===== config.mk =====
export PLATFORM = sky130hd
export DESIGN_NAME = pipe_stage_reg
export DESIGN_NICKNAME = d
export VERILOG_FILES = /design/src/rtl/pipe_pkg.sv /design/src/rtl/pipe_entry.sv /design/src/rtl/pipe_stage_reg.sv
export SDC_FILE = /design/constraint.sdc
export NUM_CORES = 1
export LEC_CHECK = 0
export CAP_MARGIN = 5
export CORE_MARGIN = 2
export CORE_UTILIZATION = 55
export CTS_CLUSTER_DIAMETER = 60
export DETAILED_ROUTE_END_ITERATION = 10
export DONT_BUFFER_PORTS = 1
export HOLD_SLACK_MARGIN = 0.12
export PLACE_DENSITY = 0.7
export SLEW_MARGIN = 20
export SYNTH_ARGS = -nofsm -noshare
export SYNTH_HDL_FRONTEND = slang
export SYNTH_HIERARCHICAL = 1
export SYNTH_SLANG_ARGS = --single-unit

===== constraint.sdc =====
create_clock -name clk -period 2.5 [get_ports clk]
set_input_delay 0.125 -clock clk [delete_from_list [all_inputs] [get_ports clk]]
set_output_delay 0.125 -clock clk [all_outputs]
set_load 0.03 [all_outputs]

===== src/rtl/pipe_pkg.sv =====
// Shared types and constants for the generic pipeline-stage register.
// Per-stage control widths derive from the packed ctrl structs via $bits().
package pipe_pkg;

  typedef enum logic [1:0] {
    EMPTY = 2'd0,
    ONE   = 2'd1,
    TWO   = 2'd2
  } pipe_state_t;

  localparam logic [31:0] PC_RESET_DEFAULT = 32'h8000_0000;

  typedef struct packed {
    logic       reg_write;
    logic       mem_read;
    logic       mem_write;
    logic       mem_to_reg;
    logic       alu_src;
    logic       branch;
    logic       jump;
    logic [3:0] alu_op;
    logic [4:0] rsvd;
  } id_ex_ctrl_t;

  typedef struct packed {
    logic       reg_write;
    logic       mem_read;
    logic       mem_write;
    logic       mem_to_reg;
    logic [3:0] mem_size;
  } ex_mem_ctrl_t;

  typedef struct packed {
    logic       reg_write;
    logic       mem_to_reg;
    logic [1:0] rsvd;
  } mem_wb_ctrl_t;

  localparam int ID_EX_CTRL_W  = $bits(id_ex_ctrl_t);
  localparam int EX_MEM_CTRL_W = $bits(ex_mem_ctrl_t);
  localparam int MEM_WB_CTRL_W = $bits(mem_wb_ctrl_t);
  localparam int IF_ID_CTRL_W  = 8;

  function automatic logic [31:0] sat_inc32(input logic [31:0] v);
    return (v == 32'hFFFF_FFFF) ? v : v + 32'd1;
  endfunction

endpackage


===== src/rtl/pipe_entry.sv =====
// One {ctrl, data, pc} slot register. Clear zeroes ctrl/data (turning the
// slot into a NOP) but keeps the PC; clear wins over load.
module pipe_entry
  import pipe_pkg::*;
#(
  parameter int                    CTRL_WIDTH = 16,
  parameter int                    DATA_WIDTH = 128,
  parameter int                    ADDR_WIDTH = 32,
  parameter logic [ADDR_WIDTH-1:0] PC_RESET   = ADDR_WIDTH'(PC_RESET_DEFAULT)
) (
  input  logic                  clk,
  input  logic                  reset_n,
  input  logic                  load,
  input  logic                  clear,
  input  logic [CTRL_WIDTH-1:0] d_ctrl,
  input  logic [DATA_WIDTH-1:0] d_data,
  input  logic [ADDR_WIDTH-1:0] d_pc,
  output logic [CTRL_WIDTH-1:0] q_ctrl,
  output logic [DATA_WIDTH-1:0] q_data,
  output logic [ADDR_WIDTH-1:0] q_pc
);

  always_ff @(posedge clk or negedge reset_n) begin
    if (!reset_n) begin
      q_ctrl <= '0;
      q_data <= '0;
      q_pc   <= PC_RESET;
    end else if (clear) begin
      q_ctrl <= '0;
      q_data <= '0;
    end else if (load) begin
      q_ctrl <= d_ctrl;
      q_data <= d_data;
      q_pc   <= d_pc;
    end
  end

endmodule


===== src/rtl/pipe_stage_reg.sv =====
// Generic pipeline-stage register: valid/ready handshake, 2-entry skid buffer,
// registered in_ready. Define PIPE_STAGE_STATS_EN for stall/bubble counters.
module pipe_stage_reg
  import pipe_pkg::*;
#(
  parameter int                    ADDR_WIDTH = 32,
  parameter logic [ADDR_WIDTH-1:0] PC_RESET   = ADDR_WIDTH'(PC_RESET_DEFAULT),
  parameter int                    CTRL_WIDTH = ID_EX_CTRL_W,
  parameter int                    DATA_WIDTH = 128
) (
  input  logic                  clk,
  input  logic                  reset_n,
  input  logic                  flush,
  input  logic                  stall,
  input  logic                  in_valid,
  output logic                  in_ready,
  input  logic [CTRL_WIDTH-1:0] in_ctrl,
  input  logic [DATA_WIDTH-1:0] in_data,
  input  logic [ADDR_WIDTH-1:0] in_pc,
  output logic                  out_valid,
  input  logic                  out_ready,
  output logic [CTRL_WIDTH-1:0] out_ctrl,
  output logic [DATA_WIDTH-1:0] out_data,
  output logic [ADDR_WIDTH-1:0] out_pc,
  output logic [1:0]            occupancy
`ifdef PIPE_STAGE_STATS_EN
  ,
  output logic [31:0]           stall_cycles,
  output logic [31:0]           bubble_cycles
`endif
);

  pipe_state_t state, state_nxt;
  logic in_ready_q;
  logic in_fire, out_fire;
  logic main_ld, skid_ld, main_from_skid;

  logic [CTRL_WIDTH-1:0] skid_ctrl;
  logic [DATA_WIDTH-1:0] skid_data;
  logic [ADDR_WIDTH-1:0] skid_pc;

  assign in_ready  = in_ready_q;
  assign out_valid = (state != EMPTY);
  assign occupancy = state;
  assign in_fire   = in_valid & in_ready_q;
  assign out_fire  = out_valid & out_ready & ~stall;

  always_comb begin
    state_nxt      = state;
    main_ld        = 1'b0;
    skid_ld        = 1'b0;
    main_from_skid = 1'b0;
    case (state)
      EMPTY: if (in_fire) begin
        state_nxt = ONE;
        main_ld   = 1'b1;
      end
      ONE: begin
        if (in_fire && out_fire) begin
          main_ld = 1'b1;
        end else if (in_fire) begin
          state_nxt = TWO;
          skid_ld   = 1'b1;
        end else if (out_fire) begin
          state_nxt = EMPTY;
        end
      end
      TWO: if (out_fire) begin
        state_nxt      = ONE;
        main_ld        = 1'b1;
        main_from_skid = 1'b1;
      end
      default: state_nxt = EMPTY;
    endcase
    // Flush drops any slot arriving this cycle as well as the held ones.
    if (flush) begin
      state_nxt = EMPTY;
      main_ld   = 1'b0;
      skid_ld   = 1'b0;
    end
  end

  always_ff @(posedge clk or negedge reset_n) begin
    if (!reset_n) begin
      state      <= EMPTY;
      in_ready_q <= 1'b1;
    end else begin
      state      <= state_nxt;
      in_ready_q <= (state_nxt != TWO);
    end
  end

  pipe_entry #(
    .CTRL_WIDTH(CTRL_WIDTH), .DATA_WIDTH(DATA_WIDTH),
    .ADDR_WIDTH(ADDR_WIDTH), .PC_RESET(PC_RESET)
  ) u_main (
    .clk    (clk),
    .reset_n(reset_n),
    .load   (main_ld),
    .clear  (flush),
    .d_ctrl (main_from_skid ? skid_ctrl : in_ctrl),
    .d_data (main_from_skid ? skid_data : in_data),
    .d_pc   (main_from_skid ? skid_pc   : in_pc),
    .q_ctrl (out_ctrl),
    .q_data (out_data),
    .q_pc   (out_pc)
  );

  pipe_entry #(
    .CTRL_WIDTH(CTRL_WIDTH), .DATA_WIDTH(DATA_WIDTH),
    .ADDR_WIDTH(ADDR_WIDTH), .PC_RESET(PC_RESET)
  ) u_skid (
    .clk    (clk),
    .reset_n(reset_n),
    .load   (skid_ld),
    .clear  (flush),
    .d_ctrl (in_ctrl),
    .d_data (in_data),
    .d_pc   (in_pc),
    .q_ctrl (skid_ctrl),
    .q_data (skid_data),
    .q_pc   (skid_pc)
  );

`ifdef PIPE_STAGE_STATS_EN
  // Counters survive flush; only reset clears them.
  always_ff @(posedge clk or negedge reset_n) begin
    if (!reset_n) begin
      stall_cycles  <= '0;
      bubble_cycles <= '0;
    end else begin
      if (out_valid && (stall || !out_ready)) stall_cycles <= sat_inc32(stall_cycles);
      if (!out_valid) bubble_cycles <= sat_inc32(bubble_cycles);
    end
  end
`endif

endmodule

* Word level (Yosys, flattened, before mapping) *
Cells that the tools add are included.

cells by class
  bitwise logic cells = 5
  mux-type cells = 27
  equality and inequality tests = 3
  reductions and logical operators = 7

operators by type and width
  cell                                            number
  two-way mux 128 bit                             5
  two-way mux 16 bit                              5
  two-way mux 32 bit                              1
  two-way mux 2 bit                               6
  two-way mux 1 bit                               8
  case mux 2 bit (3 select lines)                 1
  nonzero test 2 bit                              3
  AND reduction 2 bit                             2
  bitwise AND 1 bit                               3
  case mux 1 bit (3 select lines)                 1
  == test 2 x 1 -> 1 bit (second input constant)  1
  == test 2 bit (second input constant)           1
  zero test 2 bit                                 1
  inequality test 2 bit (second input constant)   1
  NOT 1 bit                                       2
  logical AND 1 bit                               1

word-level totals
  bits of input ports = 182
  register bits = 355
  word-level logic and storage cells = 50
  output and inout port bits = 180

* Logic depth before layout (Yosys ltp) *
Gate-level depths: netlist of the first run.

  word-level depth = 9
  mapped depth = 10
  mapped depth without buffers = 5

* By module *
The synthesis of the first run kept the hierarchy.

modules (own cells, without submodules)
  module          seq. area each (sq um)  area each (sq um)  times used  cells an instance
  pipe_entry      4,405.5                 7,074.3            2           533
  pipe_stage_reg  76.3                    2,326.0            1           215

* Worst setup path before layout of the first run *
Ideal clock, no wire load.

  path type = reg2reg
  start = reg state[0] (netlist: occupancy[0])
  end = reg u_main.q_pc[10]
  data required time = 2.375 ns
  clock period less this slack = 2.374 ns
  cell stages (with the launch flop) = 11
  arrival = 2.249 ns
  buffers on the path = 5
  path slack = 0.126 ns
  library setup time = 0.125 ns
  cells stage by stage = dfrtp_1 -> nand2b_2 -> nor2_4 -> buf_4 -> buf_6 -> o21ba_1 -> buf_4 -> nor2b_1 -> buf_6 -> buf_6 -> mux2_4

between the ends
  longest elaborated chain between the ends = 8
  elaborated cells between the ends (all ways) = 14
  those cells by class = eq/ne: 2; mux: 6; bitwise: 2; reduce/logical: 4

RTL lines
  element                            line                  RTL
  start: declaration                 pipe_stage_reg.sv:33  pipe_state_t state, state_nxt;
  start signal: assignment           pipe_stage_reg.sv:88  state <= state_nxt;
  nonzero test 2 bit                 pipe_stage_reg.sv:43  assign out_valid = (state != EMPTY);
  bitwise AND 1 bit (2 in series)    pipe_stage_reg.sv:46  assign out_fire = out_valid & out_ready & ~stall;
  logical AND 1 bit                  pipe_stage_reg.sv:59  if (in_fire && out_fire) begin
  two-way mux 1 bit                  pipe_stage_reg.sv:59
  case mux 1 bit (3 select lines) *  pipe_stage_reg.sv:53  case (state)
  two-way mux 1 bit *                pipe_stage_reg.sv:76  if (flush) begin
  net main_ld                        pipe_stage_reg.sv:36  logic main_ld, skid_ld, main_from_skid;
  AND reduction 2 bit (no line) *    n/a
  end signal: assignment             pipe_entry.sv:34      q_pc <= d_pc;
  end: declaration                   pipe_entry.sv:20      output logic [ADDR_WIDTH-1:0] q_pc

Mark *: on every way through the listed nets, which the timed path passes. The rest lies on a longest branch.
A chain may end at the register's enable or synchronous reset.

* Final worst setup path of the first run *
  start = reg state[0] (netlist: occupancy[0])
  end = reg u_skid.q_data[31]

between the ends
  longest elaborated chain between the ends = 8
  elaborated cells between the ends (all ways) = 9
  those cells by class = eq/ne: 1; mux: 3; bitwise: 2; reduce/logical: 3

RTL lines
  element                          line                  RTL
  nonzero test 2 bit               pipe_stage_reg.sv:43
  bitwise AND 1 bit (2 in series)  pipe_stage_reg.sv:46
  logical AND 1 bit                pipe_stage_reg.sv:59
  two-way mux 1 bit                pipe_stage_reg.sv:59
  two-way mux 1 bit *              pipe_stage_reg.sv:53
  two-way mux 1 bit *              pipe_stage_reg.sv:76
  net skid_ld                      pipe_stage_reg.sv:36
  nonzero test 2 bit (no line) *   n/a
  end signal: assignment           pipe_entry.sv:33      q_data <= d_data;
  end: declaration                 pipe_entry.sv:19      output logic [DATA_WIDTH-1:0] q_data,

Marked as above.

==> impl_metrics.tcl, run 1 <==
set metrics [dict create \
    outcome "finished, violations left" \
    violations "negative hold slack, negative setup slack" \
    cp-end-kind "flip-flop" \
    maxCapViolCount 0 \
    hold_viol 354 \
    dpl_cell_area_um2 16700 \
    die_area_um2 31400 \
    setup_slack_ns -0.0448 \
    arrival_ns 2.93 \
    cts_tree "built" \
    clk_latency_ns 0.51 \
    crit_top_cell "buf_6" \
    drive_gt1_share_pct 12.3 \
    period_needed_ns 2.54 \
    routedWlPerCell_um 22.2 \
    syn_area_um2 16500 \
    rows 63 \
    ys_warn_count 6 \
    start_util_pct 55.7 \
    finalInstanceArea_um2 21500 \
    fin_util_pct 72.8 \
    fmax_mhz 393 \
    nets 1758 \
    syn_nets 1463 \
    worst_ep_required_time_ns 2.89 \
    synth.distinct_cells 28 \
    path_class "flip-flop to flip-flop" \
    fin_hold_ws_ns -0.688 \
    grt_pass1_vias 11500 \
    postRouteAntennaNets 0 \
    slowest_stage "dlygate4sd3_1" \
    htreeDepth 2 \
    worst_path_largest_cell_delay_ns 0.58 \
    syn_area_per_cell_um2 12.9 \
    gp_congestion 0.757 \
    grt_util_all_layers_pct 25.3 \
    grt_pass1_wl_um 63200 \
    clk_pin_slew_worst_paths_ns 0.06 \
    grt_overflow 0 \
    stdcell_count 1995 \
    antennaDiodeCount 0 \
    grt_max_degree 356 \
    drtIter0Drc 713 \
    postSynthCellCount 1281 \
    worst_pin_slew_ns 1.08 \
    relSlewSlack_pct 28.1 \
    critPathMaxFanout 9 \
    slew_violations 0 \
    fin_worst_skew_ns 0.0201 \
    die_h_um 177 \
    antenna_found_initial 0 \
    hpwlAfterDp_um 21800 \
    dp_cells 1599 \
    remaining_drc_errors 0 \
    viasPerCell 5.61 \
    core_um2 29600 \
    synth-seq-cells 355 \
    num-fill-cells 1903 \
    firstDrtPassIters 5 \
    crit_buf_inv 5 \
    path_delay_family "buffers and inverters" \
    syn_to_final_growth_pct 30.6 \
    post-route-period-util_pct 102 \
    wl_um 44300 \
    clockBufferDepth 3 \
    p_total_mw 14.7 \
    ios 362 \
    ys_seq_area_share_pct 53.9 \
    crit_path_cell_trace "buf_6, nand4b_1, nor3_4, buf_6, buf_12, clkbuf_16, mux2i_1, nor2_1, dlygate4sd3_1" \
    final-setup-viol-count 1 \
    port_buffers 0 \
    hp-class "input port to async pin" \
    cts_sinks 355 \
    cts-hold-fix-buffers 286 \
    root_buffer "clkbuf_16" \
    cellPowerDensity_nw_per_um2 681 \
    p_leak_nw 9.80 \
    crit_path_start_kind "flip-flop" \
    cts_buffers 39 \
    dieWidth_um 177 \
    vdd_drop_max_v 0.000431 \
    vias 11200 \
]
==> state kept, by name, summed over array words and instances (netlist names) <==
name,flops
u_skid/q_data,128
u_skid/q_pc,32
in_ready,1
u_main/q_ctrl,16
u_main/q_data,128
u_main/q_pc,32
occupancy,2
u_skid/q_ctrl,16
==> path summary, 6_finish.rpt <==
| path | to | from | cells after the start | slack [ns] |
|---|---|---|---|---|
| max | u_skid/q_data[31]$_DFFE_PN0P_ | occupancy[0]$_DFF_PN0_ | 9 | -0.04 |
| min | u_main/q_data[102]$_DFFE_PN0P_ | reset_n | 0 | -0.69 |
| max reg2reg | u_skid/q_data[31]$_DFFE_PN0P_ | occupancy[0]$_DFF_PN0_ | 9 | -0.04 |
| min reg2reg | u_skid/q_pc[0]$_DFFE_PN0P_ | u_skid/q_pc[0]$_DFFE_PN0P_ | 1 | 0.50 |
| max in group asynchronous | u_skid/q_data[86]$_DFFE_PN0P_ | reset_n | 0 | 2.30 |
| min in group clk | occupancy[0]$_DFF_PN0_ | in_valid | 3 | 0.17 |
==> cell families after synthesis <==
logic type,count (synthesis),share of synthesized area [%]
AOI/OAI and AO/OA,5,0.251
buffers and inverters,92,3.44
and+or+nand+nor,301,7.09
DFF,355,53.9
muxes,528,35.3
==> synthesized netlist by cell type <==
cell type,instances,area share [%]
a211o_1,1,0.053
a211oi_1,1,0.046
a21oi_1,1,0.030
a311o_1,1,0.061
buf_1,12,0.27
buf_2,24,0.73
buf_4,27,1.2
buf_6,12,0.82
clkbuf_1,16,0.36
dfrtp_1,352,53
dfstp_2,3,0.48
inv_1,1,0.023
mux2_1,172,12
mux2_2,8,0.55
mux2_4,60,5.5
mux2i_1,288,17
nand2_1,1,0.023
nand2b_1,1,0.038
nand2b_2,1,0.053
nand3b_1,1,0.046
nand4b_1,1,0.053
nor2_1,288,6.6
nor2_4,1,0.068
nor2b_1,3,0.11
nor3_1,2,0.061
nor4_1,1,0.038
o21ba_1,1,0.061
or2_2,1,0.038
==> metal layers <==
| metal | global-route usage, % | wire length (um) |
|---|---|---|
| met3 | 7.86 | 3730 |
| met1 | 31.9 | 17400 |
| met4 | 9.68 | 1660 |
| met2 | 40.9 | 21500 |
| met5 | 0 | 0 |
==> worst register-to-register path, cell delays in order, from the launching register on <==
cell,delay (ns)
dfrtp_1,0.38
buf_6,0.17
nand4b_1,0.20
nor3_4,0.24
buf_6,0.16
buf_12,0.18
clkbuf_16,0.19
mux2i_1,0.24
nor2_1,0.09
dlygate4sd3_1,0.58
==> layout make-up <==
type	instances	area, um2	share of cell area, %
tap	390	488	2.27
clock inverter	7	42.5	0.198
multi-input combinational	834	7060	32.8
timing repair buffer	345	3840	17.8
sequential	355	8890	41.3
inverter	1	3.75	0.0174
clock buffer	63	1190	5.52
==> through the flow <==
step / setup TNS, ns / setup WS, ns
global placement: 0 / 0.494
detailed placement: 0 / 0.423
finish: -0.0448 / -0.0448
global route: -0.822 / -0.0963
floorplan: 0 / 0.126
CTS: 0 / 0.00715
==> power breakdown <==
part | switching (mW) | internal [mW] | leakage (nW) | total, mW
registers | 1.03 | 6.29 | 4.78 | 7.31
logic | 0.680 | 1.17 | 4.40 | 1.85
clock network | 2.24 | 3.25 | 0.608 | 5.49
==> layout by cell type (no fill, tap or decap), drive strengths merged, types with 2 or more instances in the layout <==
cell type,n
dfrtp,352
nor2,289
mux2i,288
dlygate4sd3,285
mux2,240
clkbuf,76
buf,47
clkinv,6
dfstp,3
nor2b,3
nor3,2
nand2b,2
inv,2
==> what timing repair did <==
action	4_1_cts	5_1_grt
setup buffers	0	23
endpoints found under the hold margin	710	355
resized for setup	0	28
endpoints found under the setup margin	0	165
Power figures use the tool's default switching activity.
==> run 2, diff against run 1 <==
CAP_MARGIN = default   (was 5)
CTS_CLUSTER_DIAMETER = default   (was 60)
GPL_TIMING_DRIVEN = 0   (was default)
==> impl_metrics.tcl, run 2 (same netlist as run 1, synthesis figures left out) <==
set metrics [dict create \
    reg_top3 "u_main/q_data (128), u_skid/q_data (128)" \
    r2r_end "u_main/q_pc[21]$_DFFE_PN0P_" \
    grt_pass1_vias 11100 \
    fin_worst_skew_ns 0.0125 \
    vdd_drop_max_v 0.000511 \
    cts_sinks 355 \
    worst_ep_required_time_ns 2.90 \
    critPathMaxFanout 10 \
    rsz0062_at_grt "no" \
    clockBufferDepth 3 \
    worst_pin_slew_ns 0.622 \
    final-setup-viol-count 0 \
    num-fill-cells 2168 \
    hold_viol 355 \
    crit_path_start_kind "flip-flop" \
    drive_gt1_share_pct 13.0 \
    finalInstanceArea_um2 20000 \
    core_um2 29600 \
    cts-hold-fix-buffers 182 \
    hpwlAfterDp_um 25900 \
    grt_pass1_wl_um 62100 \
    fin_hold_ws_ns -0.681 \
    arrival_ns 2.73 \
    reg2reg_depth 9 \
    ios 362 \
    antenna_found_initial 2 \
    hp-class "input port to async pin" \
    cellPowerDensity_nw_per_um2 722 \
    cts_tree "built" \
    dieWidth_um 177 \
    nets 1687 \
    crit_top_cell "buf_6" \
    fmax_mhz 428 \
    final_cell_mix "dfrtp_1 (350), mux2i_1 (288), nor2_1 (288)" \
    die_h_um 177 \
    path_delay_family "buffers and inverters" \
    die_area_um2 31400 \
    period_needed_ns 2.33 \
    root_buffer "clkbuf_16" \
    outcome "finished, violations left" \
    maxCapViolCount 0 \
    clk_latency_ns 0.51 \
    syn_to_final_growth_pct 21.6 \
    slew_violations 0 \
    start_util_pct 55.7 \
    rows 63 \
    firstDrtPassIters 5 \
    remaining_drc_errors 0 \
    drtIter0Drc 513 \
    clk_pin_slew_worst_paths_ns 0.06 \
    crit_path_cell_trace "nand2b_2, nor2_4, buf_12, o21ba_1, buf_8, nor2b_1, buf_6, buf_6, mux2_4" \
    violations "negative hold slack" \
    grt_overflow 0 \
    post-route-period-util_pct 93.4 \
    p_leak_nw 8.84 \
    grt_max_degree 356 \
    final.setup.tns_ns 0 \
    htreeDepth 2 \
    crit_buf_inv 4 \
    viasPerCell 5.43 \
    path_class "flip-flop to flip-flop" \
    worst_path_largest_cell_delay_ns 0.51 \
    relSlewSlack_pct 58.6 \
    cts_buffers 38 \
    gp_congestion 0.799 \
    timing.rr.start "occupancy[0]$_DFF_PN0_" \
    rrSetupSlack_ns 0.17 \
    postRouteAntennaNets 0 \
    wl_um 40000 \
    grt_util_all_layers_pct 25.2 \
    cp-end-kind "flip-flop" \
    slowest_stage "dfrtp_2" \
    mostFrequentLayoutCell "dfrtp_1" \
    port_buffers 0 \
    dpl_cell_area_um2 17000 \
    vias 10400 \
    routedWlPerCell_um 20.8 \
]
run 2: cell count changes in the layout (fill, tap and decap cells not counted), sizes merged:
cell,delta
dlygate4sd3,-103
buf,+30
diode,+2
clkinv,+1
clkinvlp,+2
bufinv,+1
clkbuf,-6
run 2: stage by stage:
step                util (%)  total power, mW  instances  worst slack [ns]
finish                  67.8             14.5       1922             0.165
global route            67.8             15.0       1921            0.0813
CTS                     67.7             14.6       1918           0.00726
detailed placement      57.4             8.84       1671            -0.464
global placement        57.4             8.78       1671            -0.421
floorplan                  -             8.48       1281             0.126
run 2: layout make-up:
cell class | instances | area [um2] | share of cell area, %
Tap cell | 390 | 488 | 2.44
Clock buffer | 54 | 1110 | 5.55
Buffer | 90 | 579 | 2.89
Sequential cell | 355 | 8890 | 44.4
Timing Repair Buffer | 185 | 1840 | 9.21
Clock inverter | 11 | 88.8 | 0.443
Antenna cell | 2 | 5.00 | 0.0250
Inverter | 1 | 3.75 | 0.0187
Multi-Input combinational cell | 834 | 7020 | 35.0
run 2: timing repair:
action	CTS	global route
buffers inserted	1	2
gates resized for setup	8	1
setup endpoints to repair	176	37
pin swaps	1	0
hold endpoints to repair	710	355
run 2: how the worst max path moves through the flow:
stage	from	endpoint	slack [ns]	depth (start not counted)
after global placement	occupancy[0]$_DFF_PN0_	u_main/q_pc[14]$_DFFE_PN0P_	-0.42	10
after global routing	occupancy[0]$_DFF_PN0_	u_main/q_pc[12]$_DFFE_PN0P_	0.08	9
after floorplan	occupancy[0]$_DFF_PN0_	u_main/q_pc[10]$_DFFE_PN0P_	0.13	10
final	occupancy[0]$_DFF_PN0_	u_main/q_pc[21]$_DFFE_PN0P_	0.17	9
after detailed placement	occupancy[0]$_DFF_PN0_	u_main/q_pc[27]$_DFFE_PN0P_	-0.46	10
after CTS	occupancy[0]$_DFF_PN0_	u_main/q_pc[27]$_DFFE_PN0P_	0.007	9
run 2: power breakdown:
part	leakage [nW]	internal (mW)	switching (mW)
sequential	4.78	6.29	1.02
clock	0.593	3.19	2.22
combinational	3.47	1.05	0.700
run 2: metal layers:
layer | GRT usage (%) | share of wire [%]
met4 | 6.34 | 2.0
met5 | 0.160 | 0
met3 | 7.90 | 8.1
met1 | 31.8 | 42
met2 | 42.0 | 48
run 2: worst register-to-register path: stages (launching register included):
cell and delay (ns):
dfrtp_2 0.51, nand2b_2 0.27, nor2_4 0.16, buf_12 0.11
o21ba_1 0.15, buf_8 0.18, nor2b_1 0.18, buf_6 0.15
buf_6 0.19, mux2_4 0.32
